## config.mk

```make
export PLATFORM = sky130hd
export DESIGN_NAME = regfile_write_arbiter
export DESIGN_NICKNAME = d
export VERILOG_FILES = /design/src/rtl/regfile_pkg.sv /design/src/rtl/regfile_write_arbiter_rr_arb2.sv /design/src/rtl/regfile_write_arbiter.sv
export SDC_FILE = /design/constraint.sdc
export NUM_CORES = 1
export LEC_CHECK = 0
export BUFFER_PORTS_ARGS = -buffer_cell sky130_fd_sc_hd__buf_4
export CORE_MARGIN = 2
export CORE_UTILIZATION = 43
export DETAILED_ROUTE_END_ITERATION = 6
export PLACE_DENSITY = 0.8
export SETUP_SLACK_MARGIN = 0.3
export SLEW_MARGIN = 0
export SYNTH_ARGS = -nofsm -noshare
export SYNTH_HDL_FRONTEND = slang
export SYNTH_SLANG_ARGS = --single-unit
```

## constraint.sdc

```tcl
create_clock -name clock -period 1.46 [get_ports clock]
set_input_delay 0.219 -clock clock [delete_from_list [all_inputs] [get_ports clock]]
set_output_delay 0.219 -clock clock [all_outputs]
set_load 0.02 [all_outputs]
```

## src/rtl/regfile_pkg.sv

```systemverilog
// Shared constants and state encoding for the regfile write-port arbiter.
package regfile_pkg;

  localparam int unsigned NUM_REGS       = 32;
  localparam int unsigned REG_ADDR_WIDTH = 5;
  localparam int unsigned DATA_WIDTH     = 32;
  localparam int unsigned ZERO_REG       = 0;

  typedef enum logic {
    ARB   = 1'b0,
    CLEAR = 1'b1
  } state_t;

endpackage

```

## src/rtl/regfile_write_arbiter_rr_arb2.sv

```systemverilog
// Two-input round-robin arbiter: the priority pointer moves to the loser after each transfer.
module rr_arb2 (
  input  logic clk,
  input  logic rst,
  input  logic enable,
  input  logic valid_a,
  input  logic valid_b,
  output logic ready_a,
  output logic ready_b,
  output logic prio_a
);

  // Ready depends only on the other side's valid and the pointer, never on the own valid.
  assign ready_a = enable & (prio_a | !valid_b);
  assign ready_b = enable & (!prio_a | !valid_a);

  // Pointer update: hand priority to the non-granted side, hold when idle.
  always_ff @(posedge clk) begin
    if (rst) begin
      prio_a <= 1'b1;
    end else if (valid_a && ready_a) begin
      prio_a <= 1'b0;
    end else if (valid_b && ready_b) begin
      prio_a <= 1'b1;
    end
  end

endmodule

```

## src/rtl/regfile_write_arbiter.sv

```systemverilog
// Sequences the regfile write port between two writeback requesters and a software clear.
module regfile_write_arbiter
  import regfile_pkg::*;
(
  input  logic                      clock,
  input  logic                      ctrl_reset,
  input  logic                      req_a_valid,
  input  logic [REG_ADDR_WIDTH-1:0] req_a_reg,
  input  logic [DATA_WIDTH-1:0]     req_a_data,
  output logic                      req_a_ready,
  input  logic                      req_b_valid,
  input  logic [REG_ADDR_WIDTH-1:0] req_b_reg,
  input  logic [DATA_WIDTH-1:0]     req_b_data,
  output logic                      req_b_ready,
  input  logic                      ctrl_clear,
  output logic                      clear_busy,
  output logic                      ctrl_writeEn,
  output logic [REG_ADDR_WIDTH-1:0] ctrl_writeReg,
  output logic [DATA_WIDTH-1:0]     data_writeReg
);

  localparam logic [REG_ADDR_WIDTH-1:0] ZERO_IDX  = REG_ADDR_WIDTH'(ZERO_REG);
  localparam logic [REG_ADDR_WIDTH-1:0] FIRST_CLR = REG_ADDR_WIDTH'(1);
  localparam logic [REG_ADDR_WIDTH-1:0] LAST_CLR  = REG_ADDR_WIDTH'(NUM_REGS - 1);

  state_t                    state_q, state_d;
  logic [REG_ADDR_WIDTH-1:0] idx_q, idx_d;
  logic                      wr_en_q, wr_en_d;
  logic [REG_ADDR_WIDTH-1:0] wr_reg_q, wr_reg_d;
  logic [DATA_WIDTH-1:0]     wr_data_q, wr_data_d;
  logic                      arb_en;
  logic                      prio_a;
  logic                      xfer;
  logic                      pick_a;
  logic [REG_ADDR_WIDTH-1:0] sel_reg;

  // Requesters only compete in ARB on cycles without a clear request.
  assign arb_en = (state_q == ARB) && !ctrl_clear;

  rr_arb2 u_arb (
    .clk     (clock),
    .rst     (ctrl_reset),
    .enable  (arb_en),
    .valid_a (req_a_valid),
    .valid_b (req_b_valid),
    .ready_a (req_a_ready),
    .ready_b (req_b_ready),
    .prio_a  (prio_a)
  );

  // At most one side can transfer per cycle; pick_a names which one it is.
  assign xfer    = (req_a_valid & req_a_ready) | (req_b_valid & req_b_ready);
  assign pick_a  = req_a_valid & (prio_a | !req_b_valid);
  assign sel_reg = pick_a ? req_a_reg : req_b_reg;

  // Next-state and next write-port contents.
  always_comb begin
    state_d   = state_q;
    idx_d     = idx_q;
    wr_en_d   = 1'b0;
    wr_reg_d  = wr_reg_q;
    wr_data_d = wr_data_q;
    case (state_q)
      ARB: begin
        if (ctrl_clear) begin
          state_d = CLEAR;
          idx_d   = FIRST_CLR;
        end else if (xfer) begin
          wr_en_d   = (sel_reg != ZERO_IDX);
          wr_reg_d  = sel_reg;
          wr_data_d = pick_a ? req_a_data : req_b_data;
        end
      end
      CLEAR: begin
        wr_en_d   = 1'b1;
        wr_reg_d  = idx_q;
        wr_data_d = '0;
        idx_d     = idx_q + REG_ADDR_WIDTH'(1);
        if (idx_q == LAST_CLR) begin
          state_d = ARB;
        end
      end
      default: state_d = ARB;
    endcase
  end

  // State, clear index and write-port registers.
  always_ff @(posedge clock) begin
    if (ctrl_reset) begin
      state_q   <= ARB;
      idx_q     <= '0;
      wr_en_q   <= 1'b0;
      wr_reg_q  <= '0;
      wr_data_q <= '0;
    end else begin
      state_q   <= state_d;
      idx_q     <= idx_d;
      wr_en_q   <= wr_en_d;
      wr_reg_q  <= wr_reg_d;
      wr_data_q <= wr_data_d;
    end
  end

  assign clear_busy    = (state_q == CLEAR);
  assign ctrl_writeEn  = wr_en_q;
  assign ctrl_writeReg = wr_reg_q;
  assign data_writeReg = wr_data_q;

endmodule

```

==> results.txt <==
----------------------------------------------------
[Run status]
  Result of the run ... finished, final reports clean

[Worst setup path]
  Cell repeated most along the worst path ... sky130_fd_sc_hd__buf_6
  Startpoint type of the worst setup path ... register
  Worst r2r src ... u_arb.prio_a
  Largest fanout on the critical path ... 8
  Req. time, crit path ... 1680 ps
  Cell Chain, Critical Path ... buf_6 > a21boi_4 > buf_6 > buf_6 > buf_16 > a22oi_2 > o2bb2ai_1
  Number of cells on the worst reg-to-reg path ... 7
  Delay of the slowest cell on the worst path ... about 360 ps
  Internal reg-to-reg setup slack ... 60 ps
  Crit. End Element ... register
  Cell with the largest stage delay on the worst path ... sky130_fd_sc_hd__dfxtp_4
  Number of buffer and inverter instances along the worst setup path ... 4
  Cell family with most CP delay ... buffers and inverters
  Terminus of the critical flop-to-flop path ... data_writeReg[13]
  Critical path start-end classification ... reg -> reg
  Crit path DAT ... ~1600 ps

[Power and ir drop]
  Final Power ... 3.190 mW
  Power per unit of standard cell area ... 828.9 nW/um^2
  Max rail drop VDD ... around 0.46 mV
  Leakage component of the power ... 1.603 nW

[STA]
  Final hold slack ... 178.5 ps
  Highest attainable clock frequency ... 714.2 MHz
  Measured slew at the worst slew-check pin ... 318.5 ps
  Fin. max-slew vios ... 0
  Tightest slew margin relative to the limit ... 0.7857
  Hold Fails Final Rpt ... 0
  Minimum clock period after layout ... 1400 ps
  Fin Clk Skew ... between 9 and 10 ps
  Post-route clock period utilization ... 0.9591
  Setup-violating endpoint count in the final report ... 0
  Unrepaired setup endpoints after global routing ... true

[Logic synthesis]
  Post-Syn Area ... 2031 sq um
  Syn Area/Cell ... between 10 and 15 sq um
  Sequential element share of the synthesized area ... 0.4436
  Number of flops mapped to enable cells by yosys ... 0
  Count of cell types in the netlist ... 42
  Gate count after technology mapping ... 201
  Synthesized Nets ... 282
  Ys async rst share ... 0
  Most common flop cell mapped by yosys ... sky130_fd_sc_hd__dfxtp_1
  FF+latch count, synth ... 45
  Number of warning messages in the yosys log ... 0

[Layout]
  Antenna Cells ... 0
  Most frequent standard cell in the layout excluding fill and tap cells ... sky130_fd_sc_hd__buf_4
  Area growth syn-to-layout ... 89.53%
  Most used cells in the layout excluding fill and tap cells ... 125 x sky130_fd_sc_hd__buf_4, 41 x sky130_fd_sc_hd__dfxtp_1, 24 x sky130_fd_sc_hd__a22oi_2
  Fill count ... ~250
  Post-layout nets ... 423
  Share of cells above drive strength 1 ... 0.6764

[Place]
  Final RePlAce weighted congestion ... roughly 0.84
  Post-detailed-placement half-perimeter wirelength ... approximately 4.2 mm
  Number of input and output port buffers inserted ... roughly 120

[Job]
  Maxcap violations ... 0

[Drt]
  Met3 wire length ... between 600 and 700 microns
  Remaining DRCs ... 0
  Number of DRC markers after the initial detailed-route iteration ... around 160
  Via Count ... approximately 2400
  Count of nets left with antenna violations after detail routing ... 0
  Wire length per cell after detailed routing ... 21.19 microns
  Vias per Instance ... ~6.1
  Uppermost metal layer occupied by signal nets ... met4
  Overall routed net length ... 8.413 mm
  First-pass DRT Iterations ... 4
  Detailed-routing wirelength on met1 ... 3.318 mm
  Detail Route met2 WL ... around 4.1 mm

[Global route]
  Total routing usage reported by global routing ... 0.2715
  Aggregate global routing overflow ... 0
  Number of global-route vias before repair ... roughly 2200
  First-pass GRT wire length ... 10.89 mm
  Initial antenna violation count ... 0
  Pin count of the biggest net entering global routing ... 33

[Clock tree]
  Post-CTS Hold Fix Bufs ... 0
  Clock tree from TritonCTS ... done
  Count of clock tree sinks ... 45
  Clock network latency to the later pin of the worst-skew pair ... between 200 and 300 ps
  TritonCTS Buffers ... 5
  Longest Clk Path Bufs ... 2
  Root Buffer Master ... sky130_fd_sc_hd__clkbuf_8
  Clock transition at the register clock pins on the worst setup and hold paths after CTS ... roughly 90 ps
  H-Tree Level Count ... 2

[Die]
  I/O pins ... 120
  Floorplan die area ... 5288 sq um
  Floorplan row count ... 25
  Core Area ... 4629 sq um
  Initial core utilization ... 0.4386
  Die Y ... 72.72 microns
  Die X-Extent ... 72.72 microns

[Min path]
  Worst hold path cell count ... 3
  Hold WC Path Type ... in -> reg
  Startpoint of the tightest hold check path ... req_a_data[12]
  Endpoint of the worst hold-timing path ... data_writeReg[12]

----------------------------------------------------
-- worst max-delay path by stage --
stage,startpoint,end,cells after the start
after floorplan,u_arb.prio_a,ctrl_writeReg[3],5
after global placement,req_b_reg[2],ctrl_writeEn,4
after detailed placement,u_arb.prio_a,ctrl_writeReg[1],4
after CTS,clear_busy,req_b_ready,3
after global routing,u_arb.prio_a,data_writeReg[13],7
final,u_arb.prio_a,data_writeReg[13],7
-- layer usage --
metal / track usage / vias up
li1: - / 1077
met5: 0 / -
met2: 0.4475 / 144
met4: 0.1255 / 0
met1: 0.3408 / 1160
met3: 0.05525 / 33
-- sequential cells by signal, summed over array words and instances (netlist names) --
name / cells
data_writeReg: 32
u_arb.prio_a: 1
ctrl_writeEn: 1
clear_busy: 1
idx_q: 5
ctrl_writeReg: 5
-- metrics by stage --
stage	util	worst slack, ps	setup TNS (ps)	instance area, sq um	instances
2_1_floorplan	-	239.8	0	2205	201
3_3_place_gp	0.6678	201.0	0	3092	358
3_5_place_dp	0.6678	175.1	0	3092	358
4_1_cts	0.7832	76.48	0	3626	391
5_1_grt	0.8314	-19.07	-19.07	3849	397
6_report	0.8314	59.78	0	3849	397
-- worst reg2reg max path, delay by kind of cell (launching register included) --
family / cells / cell delay [ps]
DFF: 1 / 360
buffers and inverters: 4 / 500
AOI/OAI and AO/OA: 3 / 460
-- cells in the mapped netlist, types with 2 or more instances --
library cell / instances / area share
sky130_fd_sc_hd__o22ai_1: 3 / 0.0092
sky130_fd_sc_hd__nor2_1: 9 / 0.017
sky130_fd_sc_hd__o21ai_0: 4 / 0.0099
sky130_fd_sc_hd__nand3_1: 2 / 0.0049
sky130_fd_sc_hd__a22oi_1: 29 / 0.11
sky130_fd_sc_hd__ha_1: 2 / 0.012
sky130_fd_sc_hd__buf_6: 4 / 0.022
sky130_fd_sc_hd__a211oi_1: 4 / 0.015
sky130_fd_sc_hd__clkbuf_1: 3 / 0.0055
sky130_fd_sc_hd__nor3_1: 2 / 0.0049
sky130_fd_sc_hd__mux2i_1: 3 / 0.015
sky130_fd_sc_hd__buf_2: 11 / 0.027
sky130_fd_sc_hd__dfxtp_1: 45 / 0.44
sky130_fd_sc_hd__a21oi_1: 6 / 0.015
sky130_fd_sc_hd__o2bb2ai_1: 31 / 0.13
sky130_fd_sc_hd__o31ai_1: 2 / 0.0074
sky130_fd_sc_hd__buf_4: 2 / 0.0074
sky130_fd_sc_hd__a211oi_2: 2 / 0.012
sky130_fd_sc_hd__nor2b_1: 2 / 0.0062
sky130_fd_sc_hd__inv_1: 3 / 0.0055
sky130_fd_sc_hd__nor2_2: 2 / 0.0062
sky130_fd_sc_hd__nand2_1: 10 / 0.018
-- power by group --
group	leakage (nW)	total, mW	internal (mW)	switching, mW
Combinational	1.18	0.980	0.519	0.461
Sequential	0.370	1.33	1.29	0.0443
Clock	0.0536	0.876	0.445	0.431
-- final cells by class --
cell class	instances	area, sq um	area share
clock buffer	7	97.59	0.02536
clock inverter	1	8.758	0.002276
inverter	3	11.26	0.002926
multi-input combinational	136	1348	0.3501
sequential	45	915.9	0.2380
tap	54	67.56	0.01756
timing repair buffer	151	1400	0.3638
-- timing repair --
action                                 in CTS  in global routing
setup endpoints to repair                  44                 47
gates resized for setup                    41                 24
buffers inserted                           17                  3
cloned                                      8                  3
pin swaps                                  23                 22
endpoints found under the hold margin       0                  0
-- cells by family (layout without fill, tap and decap cells) --
logic type               after synthesis  count (layout)  share of synthesized area
multiplexers                           3               3                    0.01479
AO/OA/AOI/OAI                         90              90                     0.3555
AND/OR/NAND/NOR                       38              41                     0.1060
flip-flops                            45              45                     0.4436
adder cells (fa/ha/maj)                2               2                    0.01232
buffers and inverters                 23             162                    0.06777
Power figures use the tool's default switching activity.
